===== src/rtl/conv_triplet_serializer_pkg.sv =====
// conv_triplet_serializer_pkg: shared encoder constants, FSM state encoding and hold-register layout.
package conv_triplet_serializer_pkg;

    localparam int CTS_LEN_SHORT = 132;
    localparam int CTS_LEN_LONG  = 768;

    localparam logic LEN_SEL_SHORT = 1'b0;
    localparam logic LEN_SEL_LONG  = 1'b1;

    localparam logic [2:0] ST_IDLE  = 3'd0;
    localparam logic [2:0] ST_LOAD  = 3'd1;
    localparam logic [2:0] ST_EMIT0 = 3'd2;
    localparam logic [2:0] ST_EMIT1 = 3'd3;
    localparam logic [2:0] ST_EMIT2 = 3'd4;
    localparam logic [2:0] ST_DONE  = 3'd5;

    typedef struct packed {
        logic [7:0] b2;
        logic [7:0] b1;
        logic [7:0] b0;
    } triplet_t;

endpackage


===== src/rtl/conv_triplet_serializer_if.sv =====
// conv_triplet_serializer_if: encoder FIFO heads, pop strobe and serialized byte handshake.
interface conv_triplet_serializer_if;
    logic       computation_done;
    logic       len_sel;
    logic [7:0] q0;
    logic [7:0] q1;
    logic [7:0] q2;
    logic       rdreq_subblock;
    logic [7:0] out_data;
    logic       out_valid;
    logic       out_ready;
    logic [1:0] out_sel;
    logic       out_last;
    logic       busy;
    logic       frame_done;

    modport master (
        output computation_done, len_sel, q0, q1, q2, out_ready,
        input  rdreq_subblock, out_data, out_valid, out_sel, out_last, busy, frame_done
    );

    modport slave (
        input  computation_done, len_sel, q0, q1, q2, out_ready,
        output rdreq_subblock, out_data, out_valid, out_sel, out_last, busy, frame_done
    );
endinterface


===== src/rtl/conv_triplet_serializer.sv =====
// conv_triplet_serializer: pops one triplet from the encoder's three subblock FIFOs and
// emits it as q0,q1,q2 bytes over a valid/ready handshake, N triplets per frame.
module conv_triplet_serializer
    import conv_triplet_serializer_pkg::*;
#(
    parameter int LEN_SHORT = CTS_LEN_SHORT,
    parameter int LEN_LONG  = CTS_LEN_LONG
) (
    input  logic                         clk,
    input  logic                         reset,
    conv_triplet_serializer_if.slave     bus
);

    localparam logic [9:0] LAST_SHORT = 10'(LEN_SHORT - 1);
    localparam logic [9:0] LAST_LONG  = 10'(LEN_LONG - 1);

    logic [2:0] r_state;
    logic       r_long;
    logic [9:0] r_cnt;
    triplet_t   r_hold;
    logic       r_frame_done;

    logic       w_emit;
    logic       w_hs;
    logic       w_last;
    logic [9:0] w_cnt_last;

    assign w_cnt_last = r_long ? LAST_LONG : LAST_SHORT;
    assign w_emit     = (r_state == ST_EMIT0) || (r_state == ST_EMIT1) || (r_state == ST_EMIT2);
    assign w_hs       = w_emit && bus.out_ready;
    assign w_last     = r_cnt == w_cnt_last;

    assign bus.out_valid      = w_emit;
    assign bus.out_sel        = (r_state == ST_EMIT1) ? 2'd1 : (r_state == ST_EMIT2) ? 2'd2 : 2'd0;
    assign bus.out_data       = !w_emit ? 8'd0 : (r_state == ST_EMIT0) ? r_hold.b0 :
                                (r_state == ST_EMIT1) ? r_hold.b1 : r_hold.b2;
    assign bus.out_last       = (r_state == ST_EMIT2) && w_last;
    assign bus.rdreq_subblock = r_state == ST_LOAD;
    assign bus.busy           = r_state != ST_IDLE;
    assign bus.frame_done     = r_frame_done;

    // Frame length is latched at start so len_sel may move freely mid-frame.
    always_ff @(posedge clk) begin
        if (reset) begin
            r_state      <= ST_IDLE;
            r_long       <= 1'b0;
            r_cnt        <= 10'd0;
            r_hold       <= '0;
            r_frame_done <= 1'b0;
        end else begin
            r_frame_done <= 1'b0;
            case (r_state)
                ST_IDLE: if (bus.computation_done) begin
                    r_long  <= bus.len_sel == LEN_SEL_LONG;
                    r_cnt   <= 10'd0;
                    r_state <= ST_LOAD;
                end
                ST_LOAD: begin
                    r_hold  <= '{b2: bus.q2, b1: bus.q1, b0: bus.q0};
                    r_state <= ST_EMIT0;
                end
                ST_EMIT0: if (w_hs) r_state <= ST_EMIT1;
                ST_EMIT1: if (w_hs) r_state <= ST_EMIT2;
                ST_EMIT2: if (w_hs) begin
                    if (w_last) begin
                        r_state      <= ST_DONE;
                        r_frame_done <= 1'b1;
                    end else begin
                        r_cnt   <= r_cnt + 10'd1;
                        r_state <= ST_LOAD;
                    end
                end
                // A held computation_done level must drop before the next frame.
                ST_DONE: if (!bus.computation_done) r_state <= ST_IDLE;
                default: r_state <= ST_IDLE;
            endcase
        end
    end

endmodule


===== src/flat_wrapper.sv =====
// flat-port wrapper written by rule: the top's interface ports become plain ports
module conv_triplet_serializer_flat import conv_triplet_serializer_pkg::*;
#(
    parameter int LEN_SHORT = CTS_LEN_SHORT,
    parameter int LEN_LONG  = CTS_LEN_LONG
)
  (clk, reset, bus_computation_done, bus_len_sel, bus_q0, bus_q1, bus_q2, bus_out_ready, bus_rdreq_subblock, bus_out_data, bus_out_valid, bus_out_sel, bus_out_last, bus_busy, bus_frame_done);
  conv_triplet_serializer_if bus_i ();
  input  logic clk;
  input  logic reset;
  input wire logic [$bits(bus_i.computation_done)-1:0] bus_computation_done;
  input wire logic [$bits(bus_i.len_sel)-1:0] bus_len_sel;
  input wire logic [$bits(bus_i.q0)-1:0] bus_q0;
  input wire logic [$bits(bus_i.q1)-1:0] bus_q1;
  input wire logic [$bits(bus_i.q2)-1:0] bus_q2;
  input wire logic [$bits(bus_i.out_ready)-1:0] bus_out_ready;
  output wire logic [$bits(bus_i.rdreq_subblock)-1:0] bus_rdreq_subblock;
  output wire logic [$bits(bus_i.out_data)-1:0] bus_out_data;
  output wire logic [$bits(bus_i.out_valid)-1:0] bus_out_valid;
  output wire logic [$bits(bus_i.out_sel)-1:0] bus_out_sel;
  output wire logic [$bits(bus_i.out_last)-1:0] bus_out_last;
  output wire logic [$bits(bus_i.busy)-1:0] bus_busy;
  output wire logic [$bits(bus_i.frame_done)-1:0] bus_frame_done;
  assign bus_i.computation_done = bus_computation_done;
  assign bus_i.len_sel = bus_len_sel;
  assign bus_i.q0 = bus_q0;
  assign bus_i.q1 = bus_q1;
  assign bus_i.q2 = bus_q2;
  assign bus_i.out_ready = bus_out_ready;
  assign bus_rdreq_subblock = bus_i.rdreq_subblock;
  assign bus_out_data = bus_i.out_data;
  assign bus_out_valid = bus_i.out_valid;
  assign bus_out_sel = bus_i.out_sel;
  assign bus_out_last = bus_i.out_last;
  assign bus_busy = bus_i.busy;
  assign bus_frame_done = bus_i.frame_done;
  conv_triplet_serializer #(.LEN_SHORT(LEN_SHORT), .LEN_LONG(LEN_LONG)) u_core (.clk(clk), .reset(reset), .bus(bus_i));
endmodule

===== config.mk =====
export PLATFORM = sky130hd
export DESIGN_NAME = conv_triplet_serializer_flat
export DESIGN_NICKNAME = d
export VERILOG_FILES = /design/src/rtl/conv_triplet_serializer_pkg.sv /design/src/rtl/conv_triplet_serializer_if.sv /design/src/rtl/conv_triplet_serializer.sv /design/src/flat_wrapper.sv
export SDC_FILE = /design/constraint.sdc
export NUM_CORES = 1
export LEC_CHECK = 0
export CORE_ASPECT_RATIO = 0.75
export CORE_MARGIN = 2
export CORE_UTILIZATION = 53
export DETAILED_ROUTE_END_ITERATION = 10
export PLACE_DENSITY = 0.85
export SLEW_MARGIN = 20
export SYNTH_ARGS = -nofsm -noshare
export SYNTH_HDL_FRONTEND = slang
export SYNTH_SLANG_ARGS = --single-unit

===== constraint.sdc =====
create_clock -name clk -period 3.6 [get_ports clk]
set_input_delay 0.72 -clock clk [delete_from_list [all_inputs] [get_ports clk]]
set_output_delay 0.72 -clock clk [all_outputs]
set_load 0.05 [all_outputs]

==> results.txt <==
Status -> complete, no violations
Hold Violations, Final -> 0
Final worst-path cycle share -> 94.1%
Comb pwr share -> 44.2%
Power Internal -> 917 uW
Cts-stage hold buffer count -> 0
Final setup violation count -> 0
Fin crit period -> 3.39 ns
Critical Path RT -> 2.88 ns
Switching share of power -> 43.3%
Crit path cell chain -> or4_1, nor4_2, o2111ai_2, clkinv_2, clkdlybuf4s50_1
FP Rows -> 18
Stages on worst setup path -> 5
Final Core Density -> 72.3%
CTS resizes -> 0
Synthesized flop and latch total -> 39
Inst Count DP -> 316
CTS sink count -> 39
FF-to-FF path depth -> 7
Initial core utilization -> 55.4%
RSZ-0062 raised after global routing -> no
Initial antenna violation count -> 0
Cell Pwr Density -> 676 nW/um^2
Reg clk slew, reported paths -> 0.07 ns
CP max stage cell -> clkdlybuf4s50_1
Critical Path Sink -> bus_out_last
Most used flip-flop cell after synthesis -> dfxtp_1
Arrival time worst endpoint -> 2.67 ns
Largest net degree at the start of global routing -> 28
Seq/Total Area, Yosys -> 42.5%
Fmax -> 0.295 GHz
Pre-antenna DRT Iters -> 4
Routability cong. -> 0.828
Core Area -> 3310 um^2
WL per Instance -> 14.2 um
Nets -> 313
CP Buf/Inv Count -> 2
Max Cap Viol -> 0
Area growth from synthesis to layout -> 30.4%
Post-synth cell types -> 37
Crit path launch -> u_core.r_cnt[3]
Worst r2r src -> u_core.r_cnt[3]
Fin cells -> 324
Clock share of power -> 19.5%
Later-pin clock latency in the skew report -> 0.30 ns
Die Y -> 55.0 um
Worst Path Max Fanout -> 7
Crit Path Category -> reg2out
Max stage delay on crit path -> 0.80 ns
CTS tree -> done
FFs w/ async S/R, synth -> 0%
Deepest clock path buffer count -> 2
Peak VDD IR -> 345 uV
HPWL Detailed -> 3110 um
Final WL -> 4600 um
Worst Hold Class -> reg2reg
Max Slew Vio Count -> 0
Diodes inserted -> 0
Hold wc startpoint -> u_core.r_hold[7]
Post-synth EDFFs -> 0
Total grt overflow -> 0
Htree depth -> 2
Mapped cell area -> 1840 um^2
ANT nets after route -> 0
Flop pwr share -> 36.3%
Setup TNS -> 0 ns
Chip width -> 72.0 um
Sw power -> 702 uW
Net Count, Synth -> 272
CP delay by family, top -> buffers and inverters
Worst setup SP type -> register
Vias -> 1821
Worst-margin pin slew -> 1.05 ns
Port buffer count -> 43
Worst setup EP type -> primary output
Vias per cell -> 5.62
First-pass GRT wire length -> 7730 um
Headroom to the max-slew limit -> 30.0%
DRC -> 0
GRT Util Overall -> 26.0%
Mapped Cells -> 242
Full die area -> 3960 um^2
Final worst clock skew -> 0.00699 ns
Synth warn -> 0
Post-CTS Setup Bufs -> 0
Lkg Pwr -> 0.000825 uW
Register-to-Register Setup Slack -> 1.47 ns
CTS buffer count -> 5
Root buffer cell -> clkbuf_8
I/O pins -> 44
Iteration-0 DRC Markers -> 125
Number of global-route vias before repair -> 1629
Syn Area/Cell -> 7.58 um^2
Share of cells above drive strength 1 -> 7.39%
Worst reg2reg path endpoint -> u_core.r_cnt[5]
==> through the flow <==
stage	hold WS, ns	setup WS [ns]	power, uW	cell area, um^2
6_report	0.457	0.212	1620	2390
5_1_grt	0.473	0.117	1730	2390
4_1_cts	0.458	0.241	1620	2390
3_5_place_dp	0.447	0.562	1300	2290
3_3_place_gp	0.441	0.649	1290	2290
2_1_floorplan	0.436	0.862	1090	1840
==> kinds of logic (layout without fill, tap and decap cells) <==
| kind of cell | count (synthesis) | count (layout) | synth area share (%) |
|---|---|---|---|
| AO/OA/AOI/OAI | 63 | 63 | 20.2 |
| adder cells (fa/ha/maj) | 1 | 1 | 0.682 |
| buffers and inverters | 21 | 63 | 4.77 |
| flip-flops | 39 | 39 | 42.5 |
| multiplexers | 9 | 9 | 4.91 |
| AND/OR/NAND/NOR | 109 | 109 | 26.9 |
==> worst min path at each step <==
stage	to	slack [ns]	depth (start not counted)
3_3_place_gp	u_core.r_hold[8]	0.44	2
6_report	u_core.r_hold[7]	0.46	2
3_5_place_dp	u_core.r_hold[9]	0.45	2
5_1_grt	u_core.r_hold[16]	0.47	2
4_1_cts	u_core.r_hold[9]	0.46	2
2_1_floorplan	u_core.r_hold[0]	0.44	2
==> layout make-up <==
class                           count  area (um^2)
Tap cell                           40         50.0
Multi-Input combinational cell    182          967
Sequential cell                    39          781
Clock buffer                        6         82.6
Inverter                            6         23.8
Timing Repair Buffer               49          473
Fill cell                         278          917
Clock inverter                      2         16.3
==> cell usage in the layout (no fill, tap or decap), types with 6 or more instances in the layout <==
| cell | Yosys | final |
|---|---|---|
| a21oi_1 | 30 | 30 |
| a31oi_1 | 6 | 6 |
| buf_4 | 0 | 7 |
| clkbuf_8 | 0 | 6 |
| clkdlybuf4s50_1 | 0 | 42 |
| dfxtp_1 | 39 | 39 |
| mux2i_1 | 9 | 9 |
| nand2_1 | 66 | 66 |
| nand3_1 | 8 | 8 |
| nor2_1 | 11 | 11 |
| o21ai_0 | 14 | 14 |
==> flip-flops by register name, indices dropped and copies added (netlist names) <==
register               count
u_core.r_state             3
u_core.r_long              1
u_core.r_hold             24
u_core.r_cnt              10
u_core.bus.frame_done      1
==> worst register-to-register path, stage by stage, from the launching register on <==
cell       delay (ns)
dfxtp_1          0.36
or4_1            0.59
nor4_2           0.22
o2111ai_2        0.30
clkinv_2         0.11
buf_4            0.19
o21ai_1          0.09
a31oi_1          0.18
==> routing by layer <==
metal  routed length [um]  global-route usage [%]  up-vias  part of all wire [%]
li1                     -                       -      924                     -
met1                 2140                    35.6      821                    47
met2                 2000                    38.1       65                    43
met3                  374                    8.33       11                   8.1
met4                   88                    10.7        0                   1.9
met5                    0                       0        -                     0
==> power groups by stage <==
| stage | logic, uW | clock network, uW | registers (uW) |
|---|---|---|---|
| after floorplan | 524 | 0 | 563 |
| after global placement | 703 | 0 | 588 |
| after detailed placement | 711 | 0 | 594 |
| after CTS | 716 | 320 | 585 |
| after global routing | 783 | 344 | 600 |
| final | 715 | 316 | 588 |
==> cell usage after synthesis (3+ instances only) <==
library cell  instances  area (um^2)
or4_1                 3         22.5
nor4_1                4         25.0
dfxtp_1              39          781
clkbuf_1             13         48.8
a21oi_1              30          150
o21ai_0              14         70.1
nand4_1               4         25.0
nand3_1               8         40.0
inv_1                 4         15.0
nor3_1                3         15.0
a31oi_1               6         37.5
mux2i_1               9         90.1
nor2_1               11         41.3
nor2b_1               3         18.8
nand2_1              66          248
No activity file was read; power rests on OpenSTA's default activity.
